==> src/rtl/multiplexador_pkg.sv <==
// Shared definitions for the registered, handshaked N-channel multiplexer.
// Holds the output-register state encoding and the default sizes.
package multiplexador_pkg;

  typedef enum logic {
    VAZIO = 1'b0,
    CHEIO = 1'b1
  } estado_t;

  localparam int WIDTH_PADRAO  = 32;
  localparam int CANAIS_PADRAO = 4;

endpackage

==> src/rtl/multiplexador_pipe_arbitro_rr.sv <==
// Round-robin grant search: the first valid channel at or above ptr, wrapping to 0.
// Purely combinational; ptr is owned by the instantiating block.
module arbitro_rr #(
  parameter  int CANAIS = 4,
  localparam int SEL_W  = $clog2(CANAIS)
) (
  input  logic [CANAIS-1:0] in_valid,
  input  logic [SEL_W-1:0]  ptr,
  output logic [SEL_W-1:0]  grant,
  output logic              tem_grant
);

  // Two passes (upper segment, then the wrapped lower one) avoid modular index math,
  // so a non-power-of-two CANAIS never relies on SEL_W overflow.
  always_comb begin
    // NOTE: defaults first so every path assigns every output; otherwise a latch is inferred.
    grant     = '0;
    tem_grant = 1'b0;
    for (int i = 0; i < CANAIS; i++) begin
      if (!tem_grant && i >= int'(ptr) && in_valid[i]) begin
        grant     = SEL_W'(i);
        tem_grant = 1'b1;
      end
    end
    for (int i = 0; i < CANAIS; i++) begin
      if (!tem_grant && i < int'(ptr) && in_valid[i]) begin
        grant     = SEL_W'(i);
        tem_grant = 1'b1;
      end
    end
  end

endmodule

==> src/rtl/multiplexador_pipe.sv <==
// N-channel registered multiplexer with valid/ready on every input and the output.
// Define MULTIPLEXADOR_RR_EN to add the modo port and round-robin arbitration.
module multiplexador_pipe
  import multiplexador_pkg::*;
#(
  parameter  int WIDTH  = WIDTH_PADRAO,
  parameter  int CANAIS = CANAIS_PADRAO,
  localparam int SEL_W  = $clog2(CANAIS)
) (
  input  logic                    clk,
  input  logic                    rst_n,
  input  logic [SEL_W-1:0]        sel,
`ifdef MULTIPLEXADOR_RR_EN
  input  logic                    modo,
`endif
  input  logic [CANAIS*WIDTH-1:0] in_data,
  input  logic [CANAIS-1:0]       in_valid,
  output logic [CANAIS-1:0]       in_ready,
  output logic [WIDTH-1:0]        out_data,
  output logic [SEL_W-1:0]        out_canal,
  output logic                    out_valid,
  input  logic                    out_ready
);

  estado_t          estado, estado_prox;
  logic [SEL_W-1:0] g;
  logic             g_ok;
  logic             pode_carregar;
  logic             transfer;
  logic [WIDTH-1:0] dado_sel;

`ifdef MULTIPLEXADOR_RR_EN
  logic [SEL_W-1:0] ptr;
  logic [SEL_W-1:0] g_rr;
  logic             tem_grant;

  arbitro_rr #(.CANAIS(CANAIS)) u_arbitro (
    .in_valid  (in_valid),
    .ptr       (ptr),
    .grant     (g_rr),
    .tem_grant (tem_grant)
  );

  assign g    = modo ? g_rr : sel;
  assign g_ok = modo ? tem_grant : (int'(sel) < CANAIS);

  // The pointer advances on every transfer, fixed mode included, and survives modo switches.
  always_ff @(posedge clk or negedge rst_n) begin
    if (!rst_n) begin
      ptr <= '0;
    end else if (transfer) begin
      ptr <= (g == SEL_W'(CANAIS - 1)) ? '0 : g + 1'b1;
    end
  end
`else
  assign g    = sel;
  assign g_ok = int'(sel) < CANAIS;
`endif

  assign pode_carregar = (estado == VAZIO) || out_ready;

  always_comb begin
    in_ready = '0;
    dado_sel = '0;
    for (int i = 0; i < CANAIS; i++) begin
      in_ready[i] = pode_carregar && g_ok && (g == SEL_W'(i));
      if (g == SEL_W'(i)) dado_sel = in_data[i*WIDTH +: WIDTH];
    end
  end

  assign transfer = |(in_valid & in_ready);

  // NOTE: sequential state uses non-blocking assignments so every register samples pre-edge values.
  always_ff @(posedge clk or negedge rst_n) begin
    if (!rst_n) estado <= VAZIO;
    else        estado <= estado_prox;
  end

  // A load always wins over a drain, so a simultaneous drain+load keeps the output full.
  always_comb begin
    estado_prox = estado;
    if (transfer)                           estado_prox = CHEIO;
    else if (estado == CHEIO && out_ready)  estado_prox = VAZIO;
  end

  always_comb begin
    out_valid = (estado == CHEIO);
  end

  always_ff @(posedge clk or negedge rst_n) begin
    if (!rst_n) begin
      out_data  <= '0;
      out_canal <= '0;
    end else if (transfer) begin
      out_data  <= dado_sel;
      out_canal <= g;
    end
  end

endmodule

==> config.mk <==
export PLATFORM = sky130hd
export DESIGN_NAME = multiplexador_pipe
export DESIGN_NICKNAME = d
export VERILOG_FILES = /design/src/rtl/multiplexador_pkg.sv /design/src/rtl/multiplexador_pipe_arbitro_rr.sv /design/src/rtl/multiplexador_pipe.sv
export SDC_FILE = /design/constraint.sdc
export NUM_CORES = 1
export LEC_CHECK = 0
export BUFFER_PORTS_ARGS = -buffer_cell sky130_fd_sc_hd__buf_2
export CORE_ASPECT_RATIO = 2
export CORE_MARGIN = 2
export CORE_UTILIZATION = 42
export DETAILED_ROUTE_END_ITERATION = 6
export HOLD_SLACK_MARGIN = 0.03
export PLACE_DENSITY = 0.93
export SYNTH_ARGS = -nofsm -noshare
export SYNTH_HDL_FRONTEND = slang
export SYNTH_SLANG_ARGS = --single-unit
==> constraint.sdc <==
create_clock -name clk -period 3.9 [get_ports clk]
set_clock_uncertainty 0.2 [all_clocks]
set_input_delay 0.195 -clock clk [delete_from_list [all_inputs] [get_ports clk]]
set_output_delay 0.195 -clock clk [all_outputs]
set_load 0.1 [all_outputs]
* Word level (Yosys, flattened, before mapping) *
Cells that the tools add are included.

cells by class
  equal/unequal tests = 3
  mux-type cells = 6
  bitwise operators = 2
  reductions and logical operators = 9

operators with widths
  kind                  number
  $mux W32              4
  $logic_and A1 B1 Y1   5
  $and A4 B4 Y4         1
  $eq A2 B2 Y1 const B  2
  $reduce_or A4 Y1      1
  $eq A2 B1 Y1 const B  1
  $logic_not A2 Y1      1
  $mux W1               2
  $reduce_bool A2 Y1    1
  $logic_or A1 B1 Y1    1
  $not A1 Y1            1

storage, ports and cells
  register bits after elaboration = 35
  logic and storage cells = 23

* Logic depth before layout (Yosys ltp) *
Gate-level depths: netlist of run 1.

  word-level depth = 6
  gate-level depth with buffers = 5
  mapped depth without buffers = 4

* Worst setup path after synthesis of run 1 *
Ideal clock, no wire load.

  path type = reg2out
  start point = reg estado, in the netlist out_valid
  end point = out in_ready[1]
  arrival time = 3,253 ps
  data required time = 3,505 ps
  slack = 252 ps
  cell stages (with the launch flop) = 3
  buffers on the path = 0
  cells stage by stage = dfrtp_1 -> nor2b_1 -> nor3b_1

between the ends
  longest elaborated chain between the ends = 3

ends and longest elaborated chain
  item                      RTL line                  source
  start: declaration        multiplexador_pipe.sv:25  estado_t estado, estado_prox;
  start signal: assignment  multiplexador_pipe.sv:76  else estado <= estado_prox;
  $not A1 Y1                multiplexador_pipe.sv:60  assign pode_carregar = (estado == VAZIO) || out_ready;
  $logic_or A1 B1 Y1        multiplexador_pipe.sv:60
  $logic_and A1 B1 Y1       multiplexador_pipe.sv:66  in_ready[i] = pode_carregar && g_ok && (g == SEL_W'(i));
  end: declaration          multiplexador_pipe.sv:18  output logic [CANAIS-1:0] in_ready,

No other way between the ends.

* Worst setup path in the final report of run 1 *
  start point = reg estado, in the netlist out_valid
  end point = reg out_data[28]

between the ends
  longest elaborated chain between the ends = 5

ends and longest elaborated chain
  item                    RTL line                  source
  $not A1 Y1 (*)          multiplexador_pipe.sv:60
  $logic_or A1 B1 Y1 (*)  multiplexador_pipe.sv:60
  $logic_and A1 B1 Y1     multiplexador_pipe.sv:66
  $and A4 B4 Y4 (*)       multiplexador_pipe.sv:71  assign transfer = |(in_valid & in_ready);
  $reduce_or A4 Y1 (*)    multiplexador_pipe.sv:71
  end signal: assignment  multiplexador_pipe.sv:95  out_data <= dado_sel;
  end: declaration        multiplexador_pipe.sv:19  output logic [WIDTH-1:0] out_data,

Mark *: on every way between the ends. The rest lies on a longest branch, timed or not.
A chain may end at the register's enable or synchronous reset.

==> summary.md, run 1 <==
| Metric | Value |
|---|---|
| Clk buf depth | 2 |
| Mapped cell area | around 2200 µm² |
| Drt wl/cell | around 18 µm |
| Status | finished, final reports clean |
| Vias after detailed routing | a little under 2,000 |
| Final setup TNS | 0 ns |
| Die area | 5810 µm² |
| Synth Instances | 126 |
| Netlist cell types | 21 |
| Leak Pwr | 1.54 nW |
| Setup bufs post-CTS | 0 |
| Clock transition at path regs | 0.08 ns |
| Worst Path Max Fanout | 34 |
| Commonest non-fill, non-tap cell in the layout | buf_2 |
| Maximum number of pins on one net before global-route repair | 40 |
| Utilization after layout | about three fifths |
| Clk sinks | 35 |
| Cts repair resizes | 0 |
| Most frequent cells in the layout | buf_2, dfrtp_1, mux4_2, mux2_2, clkbuf_8 |
| Die Height | about 110 µm |
| Synth Register Bits | 35 |
| RSZ-0062 raised after global routing | false |
| Port-buffer cells | 175 |
| CP bufs+invs | 0 |
| Final cell count without fillers | between 300 and 400 |
| Vias in the first global route | 2,143 |
| Worst Hold Class | input pin to flip-flop |
| CTS root buffer | clkbuf_8 |
| Final Hold Viols | 0 |
| Setup ws final | 1.42 ns |
| Register area share after synthesis | between 40% and 50% |
| GR Util All Layers | a little under a quarter |
| Grt ovf | 0 |
| Peak supply drop | 0.000589 V |
| Filler instances | between 400 and 500 |
| Number of synthesized flops with an enable pin | 0 |
| Headroom to the max-slew limit | 23.9% |
| Dpl ws | 1.06 ns |
| CP max stage cell | a31oi_4 |
| Share of layout cells above drive strength 1 | about 83% |
| CP peak stage delay | 0.93 ns |
| # hold bufs at CTS | 1 |
| Placeable Area | 5090 µm² |
| Cell count after placement | 349 |
| # setup viols final | 0 |
| Async set-reset flop share out of synthesis | 100% |
| Drt first-iter violations | 20 |
| Crit-path cells | nor2b_1, nor3_2, a31oi_4, mux2_2 |
| Min cycle time layout | roughly 2.5 ns |
| Critical path type | flip-flop to flip-flop |
| Actual slew at the worst max-slew pin | 1.14 ns |
| First-pass GRT wire length | 9480 µm |
| Via/cell ratio | roughly 5.4 |
| Antenna violations before repair | 0 |
| Area growth from synthesis to final layout | 44.1% |
| Row count | 37 |
| Area of the multi-input gates | 1200 µm² |
| Initial Util | ~43% |
| CTS tree | yes |
| Syn_area_per_cell | roughly 17 µm² |
| Kind of cell adding the most delay to the critical path | compound AO/OA/AOI/OAI gates |
| Critical path arrival | approximately 2.4 ns |
| Antenna diode count | 0 |
| H-tree levels | 2 |
| Final nets | ~440 |
| Cell Area, Placed | 3040 µm² |
| Period utilization | 63.5% |
| Residual DRC | 0 |
| Final HPWL DP | approximately 5300 µm |
| Startpoint type of the worst setup path | flip-flop |
| Num CTS Buffers | 5 |
| Post-DRT Antenna Nets | 0 |
| CP Capture Type | flip-flop |
| Critical Path RT | 3.87 ns |
| Die X | approximately 55 µm |
| Pwr dens | between 600 and 700 nW/µm² |
| Max Cap Viol | 0 |
| Clock Latency Late Sink | 0.29 ns |
| Cell area after layout | about 3100 µm² |
| YS warnings | 0 |
| PnR Total Power | 1.92 mW |
| 1st-pass router iterations | 4 |
| Ys flop type | dfrtp_1 |
| Final number of max-transition violations | 0 |
| DRT Wirelength | 6460 µm |
| GPL Wtd Cong | 0.747 |
| FF+latch area | 876 µm² |
| Mapped Nets | about 260 |
| Io pins | 176 |
| Achievable Freq | around 400 MHz |
| Hold slack | 0.127 ns |
tightest hold or removal path, cell delays in order:
cell     delay (ns)
buf_2          0.07
mux2_4         0.15
nand3_1        0.07
o21ai_0        0.08
worst paths after layout:
check | from | to | slack [ns] | depth (start not counted)
hold / removal | in_valid[3] | out_canal[1] | 0.13 | 4
setup reg to reg | out_valid | out_data[28] | 1.42 | 4
setup / recovery | out_valid | out_data[28] | 1.42 | 4
min in group asynchronous | rst_n | out_data[11] | 0.33 | 2
max in group asynchronous | rst_n | out_data[6] | 2.65 | 2
hold reg to reg | out_data[18] | out_data[18] | 0.30 | 1
sequential cells by signal, summed over array words and instances (netlist names):
register / flops
out_data: 32
out_canal: 2
out_valid: 1
report_power, final:
part / leakage (nW) / total [mW] / internal [mW] / switching (mW)
clock network: 0.0408 / 0.271 / 0.128 / 0.143
logic: 1.09 / 1.14 / 0.249 / 0.892
registers: 0.409 / 0.508 / 0.458 / 0.0501
total: 1.54 / 1.92 / 0.835 / 1.09
routing by layer:
layer | GRT usage (%) | vias to the layer above | share of wire (%)
li1 | - | 855 | -
met1 | 22.3 | 912 | 32
met2 | 42.3 | 138 | 55
met3 | 5.52 | 18 | 9.8
met4 | 11.8 | 0 | 3.5
met5 | 0 | - | 0
area by class of cell:
| type | instances | share of cell area [%] |
|---|---|---|
| Tap cell | 58 | 2.31 |
| Timing Repair Buffer | 177 | 28.5 |
| Inverter | 1 | 0.120 |
| Clock inverter | 3 | 0.757 |
| Clock buffer | 5 | 2.19 |
| Sequential cell | 35 | 27.9 |
| Multi-Input combinational cell | 79 | 38.3 |
cells in the mapped netlist (2+ instances only):
master / n / area share, %
buf_2: 3 / 0.69
mux2_2: 29 / 15
buf_6: 7 / 3.6
mux4_2: 32 / 33
mux2_1: 4 / 2.1
dfrtp_1: 35 / 40
nand2_1: 2 / 0.34
cell families (layout without fill, tap and decap cells):
family	Yosys count	count (layout)	synth area share, %
flip-flops	35	35	40.2
multiplexers	67	67	51.3
buffers and inverters	12	186	4.65
AND/OR/NAND/NOR	10	10	2.64
AO/OA/AOI/OAI	2	2	1.21
(Power assumes the default switching activity.)
==> run 2, diff against run 1 <==
--- a/config.mk
+++ b/config.mk
@@ -5,13 +5,14 @@
 export SDC_FILE = /design/constraint.sdc
 export NUM_CORES = 1
 export LEC_CHECK = 0
+export ABC_AREA = 1
 export BUFFER_PORTS_ARGS = -buffer_cell sky130_fd_sc_hd__buf_2
 export CORE_ASPECT_RATIO = 2
 export CORE_MARGIN = 2
-export CORE_UTILIZATION = 42
+export CORE_UTILIZATION = 37
 export DETAILED_ROUTE_END_ITERATION = 6
 export HOLD_SLACK_MARGIN = 0.03
-export PLACE_DENSITY = 0.93
+export PLACE_DENSITY = 0.85
 export SYNTH_ARGS = -nofsm -noshare
 export SYNTH_HDL_FRONTEND = slang
 export SYNTH_SLANG_ARGS = --single-unit
==> constraint.sdc (replaced) <==
create_clock -name clk -period 2.15 [get_ports clk]
set_clock_uncertainty 0.2 [all_clocks]
set_input_delay 0.1075 -clock clk [delete_from_list [all_inputs] [get_ports clk]]
set_output_delay 0.1075 -clock clk [all_outputs]
set_load 0.1 [all_outputs]
==> run 2 against run 1 <==
Compared with the run above:
- sequential cell count stayed put
- wire length is 65% higher
- largest power group unchanged
- largest cell class is now non-clock buffers
- combinational power is 83% higher
- highest routed layer unchanged
==> summary.md, run 2 <==
| Metric | Value |
|---|---|
| DRT Wirelength | 10,700 µm (+65%) |
| Worst Hold Path Cells | 5 (+1) |
| H-tree levels | 2 (unchanged) |
| YS warnings | 0 (unchanged) |
| Io pins | 176 (unchanged) |
| CTS root buffer | clkbuf_16 |
| Cell taking the most area after synthesis | dfrtp_1 |
| Register area share after synthesis | 35.6% (-4.6 points) |
| Critical Path End | in_ready[0] |
| Critical path arrival | 1.67 ns (-0.77 ns) |
| Synth Instances | 354 (+180%) |
| Achievable Freq | 505 MHz |
| Drt first-iter violations | 326 (+1500%) |
| Status | finished, final reports clean |
| CP startpoint | out_ready |
| Actual slew at the worst max-slew pin | 0.818 ns (-0.323 ns) |
| Setup bufs post-CTS | 0 (unchanged) |
| Maximum number of pins on one net before global-route repair | 36 (-10%) |
| Mapped cell area | 2460 µm² (+13%) |
| 1st-pass router iterations | 5 (+1) |
| Synth top area cells | dfrtp_1, nand3_1, nand2_1, nand4_1, o21ai_0 |
| Startpoint type of the worst setup path | input pin |
| Biggest register | out_data |
| Antenna violations before repair | 0 (unchanged) |
| GR Util All Layers | 28.5% (+5.2 points) |
| Top cells by count, synth | nand2_1, nand3_1, dfrtp_1 |
| Die X | 61.7 µm (+12%) |
| Final nets | 711 (+63%) |
| Port-buffer cells | 175 (unchanged) |
| Worst Path Max Fanout | 6 (-82%) |
| Area growth from synthesis to final layout | 69.2% |
| Initial Util | 37.8% (-5.0 points) |
| Hold slack | 0.0308 ns (-0.0961 ns) |
| Netlist cell types | 21 (unchanged) |
| Clock transition at path regs | 0.05 ns (-0.03 ns) |
| Final number of max-transition violations | 0 (unchanged) |
| Clk buf depth | 2 (unchanged) |
| Num CTS Buffers | 5 (unchanged) |
| Period utilization | 92.0% |
| Synth Register Bits | 35 (unchanged) |
| Syn_area_per_cell | 6.95 µm² (-60%) |
| Antenna diode count | 0 (unchanged) |
| Clk sinks | 35 (unchanged) |
| CTS tree | yes |
| Ys flop type | dfrtp_1 |
| Grt ovf | 0 (unchanged) |
| Vias in the first global route | 3,547 (+66%) |
| Start of the worst register-to-register path | out_valid |
| Min cycle time layout | 1.98 ns |
| Reg-to-Reg End | out_data[10] |
| Via/cell ratio | 5.43 (+1.1%) |
| Utilization after layout | 63.9% (+2.3 points) |
| Placeable Area | 6520 µm² (+28%) |
| Mapped Nets | 491 (+87%) |
| FF-to-FF setup slack | 0.44 ns (-0.98 ns) |
| Leak Pwr | 2.17 nW (+41%) |
| Commonest non-fill, non-tap cell in the layout | buf_2 |
| RSZ-0062 raised after global routing | false |
| Residual DRC | 0 (unchanged) |
| Top cell type's share of synthesized area | 35.6% (-4.6 points) |
| Async set-reset flop share out of synthesis | 100% (unchanged) |
| Drt wl/cell | 16.2 µm (-10%) |
| Pwr dens | 878 nW/µm² (+44%) |
| Die area | 7360 µm² (+27%) |
| Most frequent cells in the layout | buf_2, nand2_1, nand3_1, dlygate4sd3_1, dfrtp_1 |
| Cells on worst reg2reg path | 6 (+2) |
| Post-DRT Antenna Nets | 0 (unchanged) |
| Share of layout cells above drive strength 1 | 36.3% (-46 points) |
| CP Capture Type | primary output |
| GPL Wtd Cong | 0.773 (+3.5%) |
| Worst Hold Class | input pin to flip-flop |
| Headroom to the max-slew limit | 45.4% (+22 points) |
| Most common cell in the synthesized netlist | nand2_1 |
| Row count | 42 (+14%) |
| Final setup TNS | 0 ns (unchanged) |
| Vias after detailed routing | 3,590 (+87%) |
| Critical Path RT | 1.84 ns (-2.03 ns) |
| Clock Latency Late Sink | 0.27 ns (-0.02 ns) |
| Final Hold Viols | 0 (unchanged) |
| Number of synthesized flops with an enable pin | 0 (unchanged) |
| Max Cap Viol | 0 (unchanged) |
| Final HPWL DP | 6440 µm (+22%) |
| Critical path type | input pin to primary output |
| Die Height | 119 µm (+13%) |
| # setup viols final | 0 (unchanged) |
| Peak supply drop | 0.000570 V (-3.3%) |
| Max reg flops | 32 (unchanged) |
| First-pass GRT wire length | 15,800 µm (+67%) |
run 2: cell count changes in the layout (fill, tap and decap cells not counted), sizes merged, moves of 32 or more:
cell,before,now
o21ai,1,33
mux2,34,0
nand3,1,100
nand4,0,32
dlygate4sd3,1,62
nand2,2,106
mux4,32,0
run 2: how the worst min path moves through the flow:
| stage | startpoint | to | slack [ns] |
|---|---|---|---|
| final | in_valid[3] | out_canal[1] | 0.03 |
| after global routing | in_valid[3] | out_canal[1] | 0.07 |
| after CTS | in_valid[3] | out_canal[1] | 0.03 |
| after detailed placement | rst_n | out_data[30] | 0.04 |
| after global placement | rst_n | out_data[1] | 0.03 |
| after floorplan | rst_n | out_canal[0] | -0.39 |
run 2: final cells by class:
class	instances	area, µm²
Clock buffer	6	129
Sequential cell	35	877
Inverter	6	25.0
Multi-Input combinational cell	279	1400
Fill cell	566	2350
Timing Repair Buffer	247	1620
Tap cell	88	110
run 2: power by group:
| group | total, mW | switching [mW] | internal, mW |
|---|---|---|---|
| Combinational | 2.09 | 1.63 | 0.457 |
| Sequential | 0.901 | 0.0868 | 0.814 |
| Clock | 0.665 | 0.249 | 0.416 |
| Total | 3.66 | 1.97 | 1.69 |
run 2: timing repair:
action	4_1_cts	5_1_grt
hold buffers	62	0
endpoints found under the hold margin	69	0
setup endpoints to repair	0	12
resized for setup	0	2
run 2: cells by family after synthesis:
| family | after synthesis | share of synthesized area (%) |
|---|---|---|
| buffers and inverters | 40 | 9.30 |
| AO/OA/AOI/OAI | 33 | 6.71 |
| flip-flops | 35 | 35.6 |
| AND/OR/NAND/NOR | 246 | 48.4 |
run 2: through the flow:
| step | cells | setup slack (ns) | instance area [µm²] | power, mW |
|---|---|---|---|---|
| 5_1_grt | 661 | 0.0475 | 4160 | 3.81 |
| 6_report | 661 | 0.172 | 4160 | 3.66 |
| 3_3_place_gp | 593 | 0.324 | 3410 | 2.83 |
| 3_5_place_dp | 593 | 0.289 | 3410 | 2.85 |
| 4_1_cts | 661 | 0.0505 | 4160 | 3.65 |
| 2_1_floorplan | 354 | 0.0258 | 2510 | 2.44 |
run 2: critical path: stages:
cell	delay, ns
dlygate4sd3_1	0.52
buf_2	0.09
inv_1	0.04
nand2_2	0.13
inv_1	0.19
nor3_4	0.14
buf_2	0.45
run 2: layer usage:
layer | up-vias | global-route usage [%] | share of wire (%)
li1 | 1666 | - | -
met1 | 1644 | 30.6 | 35
met2 | 248 | 51.4 | 52
met3 | 32 | 5.86 | 9.9
met4 | 0 | 10.2 | 3.1
met5 | - | 0 | 0
